File: src/rtl/ps2_host_tx_pkg.sv
// Shared types and constants for the PS/2 host transmit path.
package ps2_host_tx_pkg;

  typedef enum logic [2:0] {
    ST_IDLE      = 3'd0,
    ST_INHIBIT   = 3'd1,
    ST_REQ       = 3'd2,
    ST_DATA      = 3'd3,
    ST_ACK       = 3'd4,
    ST_WAIT_IDLE = 3'd5
  } tx_state_e;

  // Device commands
  localparam logic [7:0] CMD_RESET            = 8'hFF;
  localparam logic [7:0] CMD_ENABLE_REPORTING = 8'hF4;
  localparam logic [7:0] CMD_SET_DEFAULTS     = 8'hF6;

  // Device responses
  localparam logic [7:0] RESP_ACK    = 8'hFA;
  localparam logic [7:0] RESP_BAT_OK = 8'hAA;

  // Odd parity bit: makes the total count of ones in data+parity odd.
  function automatic logic odd_parity(input logic [7:0] d);
    return ~^d;
  endfunction

endpackage

File: src/rtl/ps2_host_tx_if.sv
// Command handshake and status pulses between a requester and ps2_host_tx.
interface ps2_host_tx_if;
  logic       tx_valid;
  logic [7:0] tx_data;
  logic       tx_ready;
  logic       busy;
  logic       done;
  logic       ack_err;
  logic       timeout;

  modport master (output tx_valid, tx_data,
                  input  tx_ready, busy, done, ack_err, timeout);
  modport slave  (input  tx_valid, tx_data,
                  output tx_ready, busy, done, ack_err, timeout);
endinterface

File: src/rtl/ps2_line_filter.sv
// 2-FF synchronizer plus FILTER_LEN-sample debounce for a PS/2 line.
// level idles high; fall/rise are 1-cycle strobes on accepted level changes.
module ps2_line_filter #(
  parameter int FILTER_LEN = 8
) (
  input  logic clk,
  input  logic rst,
  input  logic din,
  output logic level,
  output logic fall,
  output logic rise
);
  localparam int CW = (FILTER_LEN > 1) ? $clog2(FILTER_LEN) : 1;
  localparam logic [CW-1:0] LAST = CW'(FILTER_LEN - 1);

  logic          meta, sync;
  logic [CW-1:0] cnt;

  // Bring the asynchronous pin into the clk domain; idle level is high.
  always_ff @(posedge clk) begin
    if (rst) begin
      meta <= 1'b1;
      sync <= 1'b1;
    end else begin
      meta <= din;
      sync <= meta;
    end
  end

  // Accept a new level only after FILTER_LEN consecutive differing samples.
  always_ff @(posedge clk) begin
    if (rst) begin
      level <= 1'b1;
      cnt   <= '0;
      fall  <= 1'b0;
      rise  <= 1'b0;
    end else begin
      fall <= 1'b0;
      rise <= 1'b0;
      if (sync == level) begin
        cnt <= '0;
      end else if (cnt == LAST) begin
        level <= sync;
        cnt   <= '0;
        fall  <= ~sync;
        rise  <= sync;
      end else begin
        cnt <= cnt + CW'(1);
      end
    end
  end

endmodule

File: src/rtl/ps2_host_tx.sv
// Host-to-device PS/2 transmitter: inhibit, request-to-send, clock out
// start/8 data/parity/stop on device CLK falls, then check the device ACK.
module ps2_host_tx
  import ps2_host_tx_pkg::*;
#(
  parameter int INHIBIT_CYCLES = 5000,
  parameter int TIMEOUT_CYCLES = 1_000_000,
  parameter int FILTER_LEN     = 8
) (
  input  logic         clk,
  input  logic         rst,
  ps2_host_tx_if.slave cmd,
  input  logic         ps2_clk_in,
  input  logic         ps2_data_in,
  output logic         ps2_clk_oe,
  output logic         ps2_data_oe,
  output logic         rx_inhibit
);
  localparam int MAXC = (INHIBIT_CYCLES > TIMEOUT_CYCLES) ? INHIBIT_CYCLES : TIMEOUT_CYCLES;
  localparam int CW   = $clog2(MAXC + 1);
  localparam logic [CW-1:0] INH_LAST = CW'(INHIBIT_CYCLES - 1);
  localparam logic [CW-1:0] HALF_M1  = CW'(INHIBIT_CYCLES / 2 - 1);
  localparam logic [CW-1:0] TO_LAST  = CW'(TIMEOUT_CYCLES - 1);

  tx_state_e     state;
  logic [CW-1:0] cnt;
  logic [9:0]    sh;       // {stop, parity, data[7:0]}, LSB goes out next
  logic [3:0]    bitcnt;   // CLK falls seen so far in this frame
  logic          data_meta, data_sync;
  logic          clk_level, clk_fall, clk_rise_unused;
  logic          done_r, ack_err_r, timeout_r;

  ps2_line_filter #(.FILTER_LEN(FILTER_LEN)) u_clk_filt (
    .clk   (clk),
    .rst   (rst),
    .din   (ps2_clk_in),
    .level (clk_level),
    .fall  (clk_fall),
    .rise  (clk_rise_unused)
  );

  // DATA only needs synchronizing; it is sampled well after it settles.
  always_ff @(posedge clk) begin
    if (rst) begin
      data_meta <= 1'b1;
      data_sync <= 1'b1;
    end else begin
      data_meta <= ps2_data_in;
      data_sync <= data_meta;
    end
  end

  // Frame sequencer; cnt is the inhibit timer in INHIBIT and the
  // fall-to-fall watchdog in every later state.
  always_ff @(posedge clk) begin
    if (rst) begin
      state       <= ST_IDLE;
      cnt         <= '0;
      sh          <= '0;
      bitcnt      <= '0;
      ps2_clk_oe  <= 1'b0;
      ps2_data_oe <= 1'b0;
      done_r      <= 1'b0;
      ack_err_r   <= 1'b0;
      timeout_r   <= 1'b0;
    end else begin
      done_r    <= 1'b0;
      ack_err_r <= 1'b0;
      timeout_r <= 1'b0;
      unique case (state)
        ST_IDLE: begin
          if (cmd.tx_valid) begin
            sh         <= {1'b1, odd_parity(cmd.tx_data), cmd.tx_data};
            cnt        <= '0;
            bitcnt     <= '0;
            ps2_clk_oe <= 1'b1;
            state      <= ST_INHIBIT;
          end
        end
        ST_INHIBIT: begin
          // Falls here are our own CLK pull-down or device glitches: ignored.
          cnt <= cnt + CW'(1);
          if (cnt >= HALF_M1) ps2_data_oe <= 1'b1;
          if (cnt == INH_LAST) begin
            ps2_clk_oe  <= 1'b0;
            ps2_data_oe <= 1'b1;
            cnt         <= '0;
            state       <= ST_REQ;
          end
        end
        ST_REQ, ST_DATA, ST_ACK, ST_WAIT_IDLE: begin
          if (clk_fall) begin
            cnt <= '0;
            case (state)
              ST_REQ, ST_DATA: begin
                // Falls 1..10 put out bit0..bit7, parity, stop (stop releases DATA).
                ps2_data_oe <= ~sh[0];
                sh          <= {1'b0, sh[9:1]};
                bitcnt      <= bitcnt + 4'd1;
                state       <= (bitcnt == 4'd9) ? ST_ACK : ST_DATA;
              end
              ST_ACK: begin
                if (data_sync) begin
                  ack_err_r   <= 1'b1;
                  ps2_clk_oe  <= 1'b0;
                  ps2_data_oe <= 1'b0;
                  state       <= ST_IDLE;
                end else begin
                  state <= ST_WAIT_IDLE;
                end
              end
              default: ;  // a stray fall while waiting for idle just rearms the watchdog
            endcase
          end else if (state == ST_WAIT_IDLE && clk_level && data_sync) begin
            done_r <= 1'b1;
            state  <= ST_IDLE;
          end else if (cnt == TO_LAST) begin
            timeout_r   <= 1'b1;
            ps2_clk_oe  <= 1'b0;
            ps2_data_oe <= 1'b0;
            state       <= ST_IDLE;
          end else begin
            cnt <= cnt + CW'(1);
          end
        end
        default: begin
          ps2_clk_oe  <= 1'b0;
          ps2_data_oe <= 1'b0;
          state       <= ST_IDLE;
        end
      endcase
    end
  end

  assign cmd.tx_ready = (state == ST_IDLE);
  assign cmd.busy     = (state != ST_IDLE);
  assign rx_inhibit   = (state != ST_IDLE);
  assign cmd.done     = done_r;
  assign cmd.ack_err  = ack_err_r;
  assign cmd.timeout  = timeout_r;

endmodule

File: src/flat_wrapper.sv
// flat-port wrapper written by rule: the top's interface ports become plain ports
module ps2_host_tx_flat import ps2_host_tx_pkg::*;
#(
  parameter int INHIBIT_CYCLES = 5000,
  parameter int TIMEOUT_CYCLES = 1_000_000,
  parameter int FILTER_LEN     = 8
)
  (clk, rst, ps2_clk_in, ps2_data_in, ps2_clk_oe, ps2_data_oe, rx_inhibit, cmd_tx_valid, cmd_tx_data, cmd_tx_ready, cmd_busy, cmd_done, cmd_ack_err, cmd_timeout);
  ps2_host_tx_if cmd_i ();
  input  logic clk;
  input  logic rst;
  input  logic ps2_clk_in;
  input  logic ps2_data_in;
  output logic ps2_clk_oe;
  output logic ps2_data_oe;
  output logic rx_inhibit;
  input wire logic [$bits(cmd_i.tx_valid)-1:0] cmd_tx_valid;
  input wire logic [$bits(cmd_i.tx_data)-1:0] cmd_tx_data;
  output wire logic [$bits(cmd_i.tx_ready)-1:0] cmd_tx_ready;
  output wire logic [$bits(cmd_i.busy)-1:0] cmd_busy;
  output wire logic [$bits(cmd_i.done)-1:0] cmd_done;
  output wire logic [$bits(cmd_i.ack_err)-1:0] cmd_ack_err;
  output wire logic [$bits(cmd_i.timeout)-1:0] cmd_timeout;
  assign cmd_i.tx_valid = cmd_tx_valid;
  assign cmd_i.tx_data = cmd_tx_data;
  assign cmd_tx_ready = cmd_i.tx_ready;
  assign cmd_busy = cmd_i.busy;
  assign cmd_done = cmd_i.done;
  assign cmd_ack_err = cmd_i.ack_err;
  assign cmd_timeout = cmd_i.timeout;
  ps2_host_tx #(.INHIBIT_CYCLES(INHIBIT_CYCLES), .TIMEOUT_CYCLES(TIMEOUT_CYCLES), .FILTER_LEN(FILTER_LEN)) u_core (.clk(clk), .rst(rst), .cmd(cmd_i), .ps2_clk_in(ps2_clk_in), .ps2_data_in(ps2_data_in), .ps2_clk_oe(ps2_clk_oe), .ps2_data_oe(ps2_data_oe), .rx_inhibit(rx_inhibit));
endmodule
File: config.mk
export PLATFORM = sky130hd
export DESIGN_NAME = ps2_host_tx_flat
export DESIGN_NICKNAME = d
export VERILOG_FILES = /design/src/rtl/ps2_host_tx_pkg.sv /design/src/rtl/ps2_host_tx_if.sv /design/src/rtl/ps2_line_filter.sv /design/src/rtl/ps2_host_tx.sv /design/src/flat_wrapper.sv
export SDC_FILE = /design/constraint.sdc
export NUM_CORES = 1
export LEC_CHECK = 0
export BUFFER_PORTS_ARGS = -buffer_cell sky130_fd_sc_hd__buf_2
export CAP_MARGIN = 15
export CORE_ASPECT_RATIO = 1.75
export CORE_MARGIN = 2
export CORE_UTILIZATION = 60
export DETAILED_ROUTE_END_ITERATION = 8
export GPL_ROUTABILITY_DRIVEN = 0
export PLACE_DENSITY = 0.81
export SETUP_SLACK_MARGIN = 0.05
export SLEW_MARGIN = 20
export SYNTH_ARGS = -nofsm -noshare
export SYNTH_HDL_FRONTEND = slang
export SYNTH_SLANG_ARGS = --single-unit
File: constraint.sdc
create_clock -name clk -period 2.8 [get_ports clk]
set_input_delay 0.42 -clock clk [delete_from_list [all_inputs] [get_ports clk]]
set_output_delay 0.42 -clock clk [all_outputs]
set_load 0.005 [all_outputs]
==> flow_summary.toml, run 1 <==
[global_route]
track_usage = 0.285
grt_start_max_net_pins = 30
grt_pass1_wl_mm = 10.9
grt_pass1_vias = 2400
grt-ovfl-total = 0
antenna_found_initial = 0

[critical_path]
slowest_stage = "or4_1"
start_kind = "flop"
cp.required_ns = 3.00
crit_arrival_ns = 2.57
cp-end-kind = "flop"
rrSetupSlack_ns = 0.44
crit_fanout = 6
crit_type = "reg -> reg"
crit_chain = "ha_1 > nand2_1 > or4_1 > o21ai_1 > o22ai_1 > mux2_1"
worst-r2r-cell-count = 6
regToRegStartpoint = "u_core.cnt[0]$_SDFFE_PP0P_"
crit_buf_inv = 0
max_stage_delay_ns = 0.59
critPathTopFamily = "simple AND/OR/NAND/NOR gates"
r2r_end = "u_core.state[0]$_SDFFE_PP0P_"

[yosys]
syn_inst = 327
syn_avg_cell_area_um2 = 8.37
ys_seq_elements = 51
netlist-cell-type-count = 57
async_flop_share = 0
netlist_area_um2 = 2740
yosysSeqAreaShare = 0.373
synth_edf_count = 0
ys.flop_type = "dfxtp_1"
syn_nets = 345
yosysWarnings = 0

[clock_tree]
numCtsBuffers = 5
clkLatencyLatePin_ns = 0.32
cts_resized = 0
cts_tree = "built"
cts-root-buf = "clkbuf_8"
post_cts_buffers = 0
holdBufCountCts = 0
cts_buffer_depth = 2
clock-sinks = 51
clk_pin_slew_worst_paths_ns = 0.11
htreeDepth = 2

[sta]
fin_crit_sh = 0.844
worst_pin_slew_ns = 0.769
rsz0062_at_grt = "false"
fmax_mhz = 423
final.setup_skew_ns = 0.0134
slew_viol_final = 0
final-hold-violation-count = 0
fin_setup_tns_ns = 0
fin_crit_ns = 2.36
setup_violations = 0
slew-limit-headroom = 0.474

[layout]
multi_input_area_um2 = 1580
fin_util = 0.670
fill_cells = 403
mostFrequentLayoutCell = "dfxtp_1"
seq_area_um2 = 1020
n_antenna_cell = 0
nNetsFinal = 359
drive_gt1_frac = 0.137
area_growth_pct = 7.86
mostFrequentLayoutCells = "51 x dfxtp_1, 36 x nor2_1, 33 x nand2_1"

[power]
p_per_area_nw_per_um2 = 522
p_leak_nw = 1.05
ir_drop_mv = 0.428

[floorplan]
die-area_um2 = 5140
core-area_um2 = 4400
pin_count = 21
dieHeight_um = 93.4
start_util = 0.622
die_width_um = 55.1
rows = 32

[outcome]
outcome = "finished clean"

[hold_path]
min_path_cells = 2
min_to = "u_core.u_clk_filt.meta$_SDFF_PP1_"
hp-start = "ps2_clk_in"
holdCritPathClass = "in -> reg"

[routing]
ant_nets = 0
drc = 0
routed_wl_mm = 6.45
first_iter_violations = 56
viasPerCell = 6.29
vias = 2472
wl_per_cell_um = 16.4
drt-pass1-iter-count = 4

[placed_design]
hpwl_mm = 4.75
portBuffers = 20

[job]
drv_cap = 0
==> cell type report <==
class / count / area share
multi-input combinational: 249 / 0.536
clock inverter: 3 / 0.0114
tap: 51 / 0.0216
clock buffer: 5 / 0.0233
sequential: 51 / 0.346
timing repair buffer: 28 / 0.0542
inverter: 6 / 0.00763
==> synthesized netlist by cell type (3+ instances only) <==
library cell / n / area, µm²
o21ai_0: 4 / 20.0
nor3_1: 9 / 45.0
inv_1: 4 / 15.0
a211oi_1: 5 / 37.5
nand2_1: 33 / 124
a311oi_1: 10 / 87.6
nand4_1: 7 / 43.8
nand4b_1: 3 / 26.3
and4_1: 4 / 35.0
xor2_1: 8 / 70.1
or4_1: 9 / 67.6
nand2b_1: 4 / 25.0
nand3_1: 11 / 55.1
buf_6: 3 / 33.8
o31ai_1: 7 / 52.6
and2_1: 4 / 25.0
a21oi_1: 24 / 120
or2_2: 6 / 37.5
dfxtp_1: 51 / 1020
nor4_1: 5 / 31.3
o211ai_1: 3 / 22.5
xnor2_1: 14 / 123
ha_1: 5 / 62.6
clkbuf_1: 12 / 45.0
nor2b_1: 5 / 31.3
nor2_1: 36 / 135
==> cell families (layout without fill, tap and decap cells) <==
group	Yosys count	after routing	synth area share
simple gates	150	150	0.296
compound gates	68	68	0.167
flops	51	51	0.373
buf+inv	27	42	0.0489
xor+xnor	23	23	0.0804
fa+ha+maj	5	5	0.0229
mux	3	3	0.0119
==> state kept, by name, indices dropped and copies added (netlist names), 3 cells and up <==
signal / flops
u_core.bitcnt: 4
u_core.cnt: 20
u_core.sh: 10
u_core.state: 3
u_core.u_clk_filt.cnt: 3
==> worst max path at each step <==
stage | slack, ns | depth (start not counted) | startpoint | to
6_report | 0.44 | 6 | u_core.cnt[0]$_SDFFE_PP0P_ | u_core.state[0]$_SDFFE_PP0P_
4_1_cts | 0.44 | 6 | u_core.cnt[0]$_SDFFE_PP0P_ | u_core.state[0]$_SDFFE_PP0P_
3_5_place_dp | 0.47 | 5 | u_core.state[1]$_SDFFE_PP0P_ | u_core.cnt[19]$_SDFFE_PP0P_
3_3_place_gp | 0.54 | 5 | u_core.state[1]$_SDFFE_PP0P_ | u_core.cnt[13]$_SDFFE_PP0P_
5_1_grt | 0.28 | 5 | u_core.state[1]$_SDFFE_PP0P_ | u_core.state[0]$_SDFFE_PP0P_
2_1_floorplan | 0.73 | 6 | u_core.cnt[0]$_SDFFE_PP0P_ | u_core.state[0]$_SDFFE_PP0P_
==> stage by stage <==
step	worst slack (ns)	total power [mW]	hold slack (ns)	cell area (µm²)	std cells
2_1_floorplan	0.731	1.01	0.389	2740	327
3_3_place_gp	0.540	1.08	0.393	2850	385
3_5_place_dp	0.472	1.09	0.397	2850	385
4_1_cts	0.442	1.55	0.279	2950	393
5_1_grt	0.283	1.62	0.275	2950	393
6_report	0.436	1.54	0.280	2950	393
==> where the power goes <==
group | internal [mW] | switching [mW] | leakage [nW] | total, mW
combinational | 0.118 | 0.170 | 0.587 | 0.287
clock | 0.190 | 0.278 | 0.0519 | 0.469
sequential | 0.762 | 0.0255 | 0.415 | 0.787
total | 1.07 | 0.473 | 1.05 | 1.54
==> metal layers <==
metal,track usage,share of wire,vias to the layer above
met2,0.479,0.53,83
met1,0.311,0.38,1145
met3,0.0479,0.032,35
met5,0,0,-
met4,0.183,0.066,0
li1,-,-,1209
==> worst register-to-register path, stage by stage, from the launching register on <==
cell     delay (ns)
dfxtp_1        0.38
ha_1           0.25
nand2_1        0.13
or4_1          0.59
o21ai_1        0.37
o22ai_1        0.19
mux2_1         0.35
(Power assumes the default switching activity.)
==> run 2: changes to the inputs <==
- ABC_AREA: not set -> 1
- PLACE_DENSITY: 0.81 -> 0.8
- clock period: 2.8 -> 2.3 ns (I/O delays scaled with it)
==> flow_summary.toml, run 2 <==
[clock_tree]
cts-root-buf = "clkbuf_8"
clkLatencyLatePin_ns = 0.32
cts_buffer_depth = 2
htreeDepth = 2
cts_resized = 0
clock-sinks = 51
post_cts_buffers = 0
holdBufCountCts = 0
numCtsBuffers = 5
cts_tree = "built"
clk_pin_slew_worst_paths_ns = 0.10

[sta]
slew_viol_final = 0
setup_violations = 0
fin_setup_tns_ns = 0
timing.hold.ws_ns = 0.210
rsz0062_at_grt = "false"
final.setup_skew_ns = 0.0137
final-hold-violation-count = 0
fmax_mhz = 520
slew-limit-headroom = 0.679
fin_crit_sh = 0.836
worst_pin_slew_ns = 0.481
fin_crit_ns = 1.92

[global_route]
grt_pass1_vias = 3193
track_usage = 0.298
grt_start_max_net_pins = 32
grt-ovfl-total = 0
antenna_found_initial = 0
grt_pass1_wl_mm = 14.0

[yosys]
syn_nets = 539
ys_seq_elements = 51
yosysWarnings = 0
netlist-cell-type-count = 39
synth_adder_area_share = 0.0189
yosysSeqAreaShare = 0.309
synth-compound-area-share = 0.106
synthSimpleGateAreaFrac = 0.435
synthXorXnorAreaFrac = 0.0291
yosysTopAreaCellShare = 0.309
ys.flop_type = "dfxtp_1"
async_flop_share = 0
yosysMostFrequentCell = "nand2_1"
yosys-top-cells-area = "dfxtp_1 31%, nand2_1 17%, nand3_1 8.9%, inv_1 6.2%, nor2_1 6.2%"
synth_edf_count = 0
syn_inst = 521
synth_area_leader_cell = "dfxtp_1"
netlist_top_cells_count = "153 x nand2_1, 59 x nand3_1, 55 x inv_1, 55 x nor2_1, 51 x dfxtp_1"
syn_avg_cell_area_um2 = 6.35
netlist_area_um2 = 3310
synth_top_family_by_area = "simple AND/OR/NAND/NOR gates"
muxShareOfSynthArea = 0

[layout]
drive_gt1_frac = 0.123
nNetsFinal = 554
largest_register = "u_core.cnt"
largestRegisters = "u_core.cnt: 20 flops, u_core.sh: 10 flops, u_core.bitcnt: 4 flops"
largest_register_ffs = 20
area_growth_pct = 6.66
mostFrequentLayoutCells = "153 x nand2_1, 59 x nand3_1, 55 x inv_1, 55 x nor2_1, 51 x dfxtp_1"
n_antenna_cell = 0
mostFrequentLayoutCell = "nand2_1"

[routing]
drt-pass1-iter-count = 5
wl_per_cell_um = 13.9
viasPerCell = 5.50
drc = 0
vias = 3359
ant_nets = 0
first_iter_violations = 227
routed_wl_mm = 8.51

[floorplan]
pin_count = 21
rows = 35
start_util = 0.624
die-area_um2 = 6140
core-area_um2 = 5300
dieHeight_um = 102
die_width_um = 60.1

[critical_path]
start_kind = "flop"
cp-end-kind = "flop"
crit_arrival_ns = 2.18
crit_fanout = 13
cp.required_ns = 2.56
crit_type = "reg -> reg"

[job]
drv_cap = 0

[power]
ir_drop_mv = 0.582
p_per_area_nw_per_um2 = 780
p_leak_nw = 1.56

[hold_path]
holdCritPathClass = "in -> reg"

[placed_design]
portBuffers = 20
hpwl_mm = 6.40

[outcome]
outcome = "finished clean"
==> run 2: changes by cell type after synthesis, sizes merged, moves of 10 or more <==
cell / before / now
a311oi: 10 / 0
nor2: 36 / 59
o21ai: 5 / 22
nand2: 33 / 159
nand3: 11 / 63
inv: 5 / 60
==> run 2: layer usage <==
layer / vias to the layer above / track usage / wire length (µm) / share of wire
met5: - / 0 / 0 / 0
met4: 0 / 0.166 / 357 / 0.042
met3: 33 / 0.0380 / 450 / 0.053
met2: 118 / 0.537 / 4480 / 0.53
met1: 1499 / 0.324 / 3220 / 0.38
li1: 1709 / - / - / -
==> run 2: where the power goes <==
part           total (mW)  switching, mW  internal (mW)
Combinational        1.12          0.777          0.345
Sequential           1.08         0.0791           1.00
Clock               0.543          0.324          0.219
==> run 2: worst paths after layout <==
path	startpoint	endpoint	slack (ns)	cells past startpoint
worst max-delay path	u_core.state[2]$_SDFFE_PP0P_	u_core.cnt[6]$_SDFFE_PP0P_	0.38	8
worst min-delay path	ps2_data_in	u_core.data_meta$_SDFF_PP1_	0.21	2
worst max register to register	u_core.state[2]$_SDFFE_PP0P_	u_core.cnt[6]$_SDFFE_PP0P_	0.38	8
worst min register to register	u_core.data_meta$_SDFF_PP1_	u_core.data_sync$_SDFF_PP1_	0.41	1
==> run 2: per-stage QoR <==
stage	power [mW]	cells	setup WS [ns]	utilization	instance area, µm²
final	2.75	611	0.377	0.666	3530
after global routing	2.94	611	0.196	0.666	3530
after CTS	2.75	611	0.394	0.666	3530
after detailed placement	2.21	603	0.423	0.649	3440
after global placement	2.19	603	0.483	0.649	3440
after floorplan	1.98	521	0.628	-	3310
==> run 2: logic make-up after synthesis <==
kind of cell | after synthesis
xor gates and xnor gates | 11
buffers and inverters | 79
and+or+nand+nor | 314
AOI/OAI and AO/OA | 61
DFF | 51
adders and majority gates | 5
==> run 2: layout make-up <==
cell class | instances | area [µm²]
multi-input cells | 391 | 1950
fillers | 492 | 1770
flip-flops and latches | 51 | 1020
inverters | 61 | 229
repair buffers | 26 | 145
well taps | 74 | 92.6
clock buffers | 6 | 72.6
clock inverters | 2 | 16.3
==> run 2: worst max-delay path: stages, from the launching register on <==
cell and delay, ns:
dfxtp_1 0.50, inv_2 0.08, nand2_2 0.17, or2_1 0.25, nand2_2 0.11, nor3_4 0.29
buf_4 0.26, nand2_1 0.08, a21oi_2 0.12
==> run 3: changes to the inputs <==
- ABC_AREA: 1 -> 0
- PLACE_DENSITY: 0.8 -> 0.81
- clock period: 2.3 -> 1.8 ns (I/O delays scaled with it)
==> flow_summary.toml, run 3 (same netlist as run 1, synthesis figures left out) <==
[routing]
vias = 3166
wl_per_cell_um = 23.6
viasPerCell = 6.79
ant_nets = 0
first_iter_violations = 271
drc = 0
drt-pass1-iter-count = 5
routed_wl_mm = 11.0

[global_route]
grt_start_max_net_pins = 25
grt_pass1_vias = 3009
track_usage = 0.378
antenna_found_initial = 0
grt_pass1_wl_mm = 14.0
grt-ovfl-total = 0

[critical_path]
crit_arrival_ns = 2.31
cp.required_ns = 2.01
crit_chain = "xor2_4 > buf_4 > a21oi_1 > a21o_1 > buf_4 > buf_4 > o21a_1 > o32ai_2"
cp-end-kind = "flop"
crit_buf_inv = 3
crit_type = "reg -> reg"
cp_common_cell = "buf_4"
crit_fanout = 12
slowest_stage = "a21oi_1"
start_kind = "flop"
critPathTopFamily = "compound AO/OA/AOI/OAI gates"
max_stage_delay_ns = 0.43

[floorplan]
start_util = 0.622
die_width_um = 55.1
pin_count = 21
rows = 32
core-area_um2 = 4400
die-area_um2 = 5140
dieHeight_um = 93.4

[clock_tree]
holdBufCountCts = 0
cts_tree = "built"
numCtsBuffers = 5
cts-root-buf = "clkbuf_8"
cts_buffer_depth = 2
clock-sinks = 51
clk_pin_slew_worst_paths_ns = 0.10
clkLatencyLatePin_ns = 0.32
htreeDepth = 2

[placed_design]
portBuffers = 20
hpwl_mm = 5.74
preCtsSetupSlack_ns = -0.122
dpl-instance-area_um2 = 3380

[sta]
rsz0062_at_grt = "true"
fin_setup_tns_ns = -4.72
fin_crit_ns = 2.10
final.setup_skew_ns = 0.00831
fmax_mhz = 477
worst_pin_slew_ns = 0.501
final-hold-violation-count = 0
slew_viol_final = 0
fin_crit_sh = 1.17
setup_violations = 24
timing.hold.ws_ns = 0.125
slew-limit-headroom = 0.663
setup_ws_ns = -0.298

[layout]
mostFrequentLayoutCells = "65 x buf_4, 38 x dfxtp_1, 31 x nand2_1"
largestRegisters = "u_core.cnt: 20 flops, u_core.sh: 10 flops, u_core.bitcnt: 4 flops"
fill_cells = 197
seq_area_um2 = 1050
mostFrequentLayoutCell = "buf_4"
largest_register = "u_core.cnt"
drive_gt1_frac = 0.458
fin_area_um2 = 3970
multi_input_area_um2 = 1920
nNetsFinal = 432
largest_register_ffs = 20
area_growth_pct = 44.9
n_antenna_cell = 0

[power]
p_int_mw = 2.14
switching_share = 0.300
p_clk_frac = 0.318
ir_drop_mv = 0.798
seqPwrFrac = 0.403
comb_power_share = 0.279
p_per_area_nw_per_um2 = 772
p_leak_nw = 1.53
switchingPower_mw = 0.919
finalPower_mw = 3.06

[outcome]
violations = "negative setup slack"
outcome = "complete, but fails checks"

[hold_path]
holdCritPathClass = "in -> reg"

[job]
drv_cap = 0
[run 3: cell types whose count changed in the layout (fill, tap and decap cells not counted), sizes merged, moves of 7 or more]
cell | before | now
or4 | 0 | 9
nand4 | 14 | 7
a31oi | 8 | 1
nand2 | 159 | 33
xnor2 | 5 | 14
inv | 61 | 5
o21ai | 22 | 5
a311oi | 0 | 10
nand3 | 63 | 11
buf | 26 | 99
nor2 | 59 | 36
[run 3: per-stage QoR]
| stage | utilization | cells |
|---|---|---|
| 3_5_place_dp | 0.767 | 444 |
| 3_3_place_gp | 0.767 | 444 |
| 6_report | 0.901 | 466 |
| 2_1_floorplan | - | 327 |
| 5_1_grt | 0.901 | 466 |
| 4_1_cts | 0.833 | 460 |
[run 3: power by group through the flow]
stage                     Clock, mW  Combinational, mW  Sequential [mW]
final                         0.975              0.853             1.23
after global routing          0.999              0.899             1.24
after global placement            0              0.582             1.25
after detailed placement          0              0.598             1.25
after floorplan                   0              0.356             1.24
after CTS                     0.974              0.672             1.22
[run 3: area by class of cell]
type,instances,share of cell area
Multi-Input combinational cell,250,0.483
Timing Repair Buffer,100,0.196
Inverter,6,0.00568
Clock buffer,5,0.0173
Sequential cell,51,0.264
Tap cell,51,0.0161
Clock inverter,3,0.0170
[run 3: layer usage]
metal	routed length, µm	track usage
met1	3750	0.366
met2	5700	0.655
met3	824	0.0974
met4	719	0.254
met5	0	0
[run 3: worst paths after layout]
kind	start	to	slack [ns]	cells past startpoint
worst max register to register	u_core.state[2]$_SDFFE_PP0P_	u_core.cnt[4]$_SDFFE_PP0P_	-0.30	8
worst max-delay path	u_core.state[2]$_SDFFE_PP0P_	u_core.cnt[4]$_SDFFE_PP0P_	-0.30	8
worst min register to register	u_core.data_meta$_SDFF_PP1_	u_core.data_sync$_SDFF_PP1_	0.43	1
worst min-delay path	ps2_clk_in	u_core.u_clk_filt.meta$_SDFF_PP1_	0.13	2
[run 3: repair_timing]
action                                 4_1_cts  5_1_grt
resized for setup                           22       70
setup endpoints to repair                   37       39
endpoints found under the hold margin        0        0
cloned                                       2        3
pin swaps                                   14       28
buffers inserted                             7        6
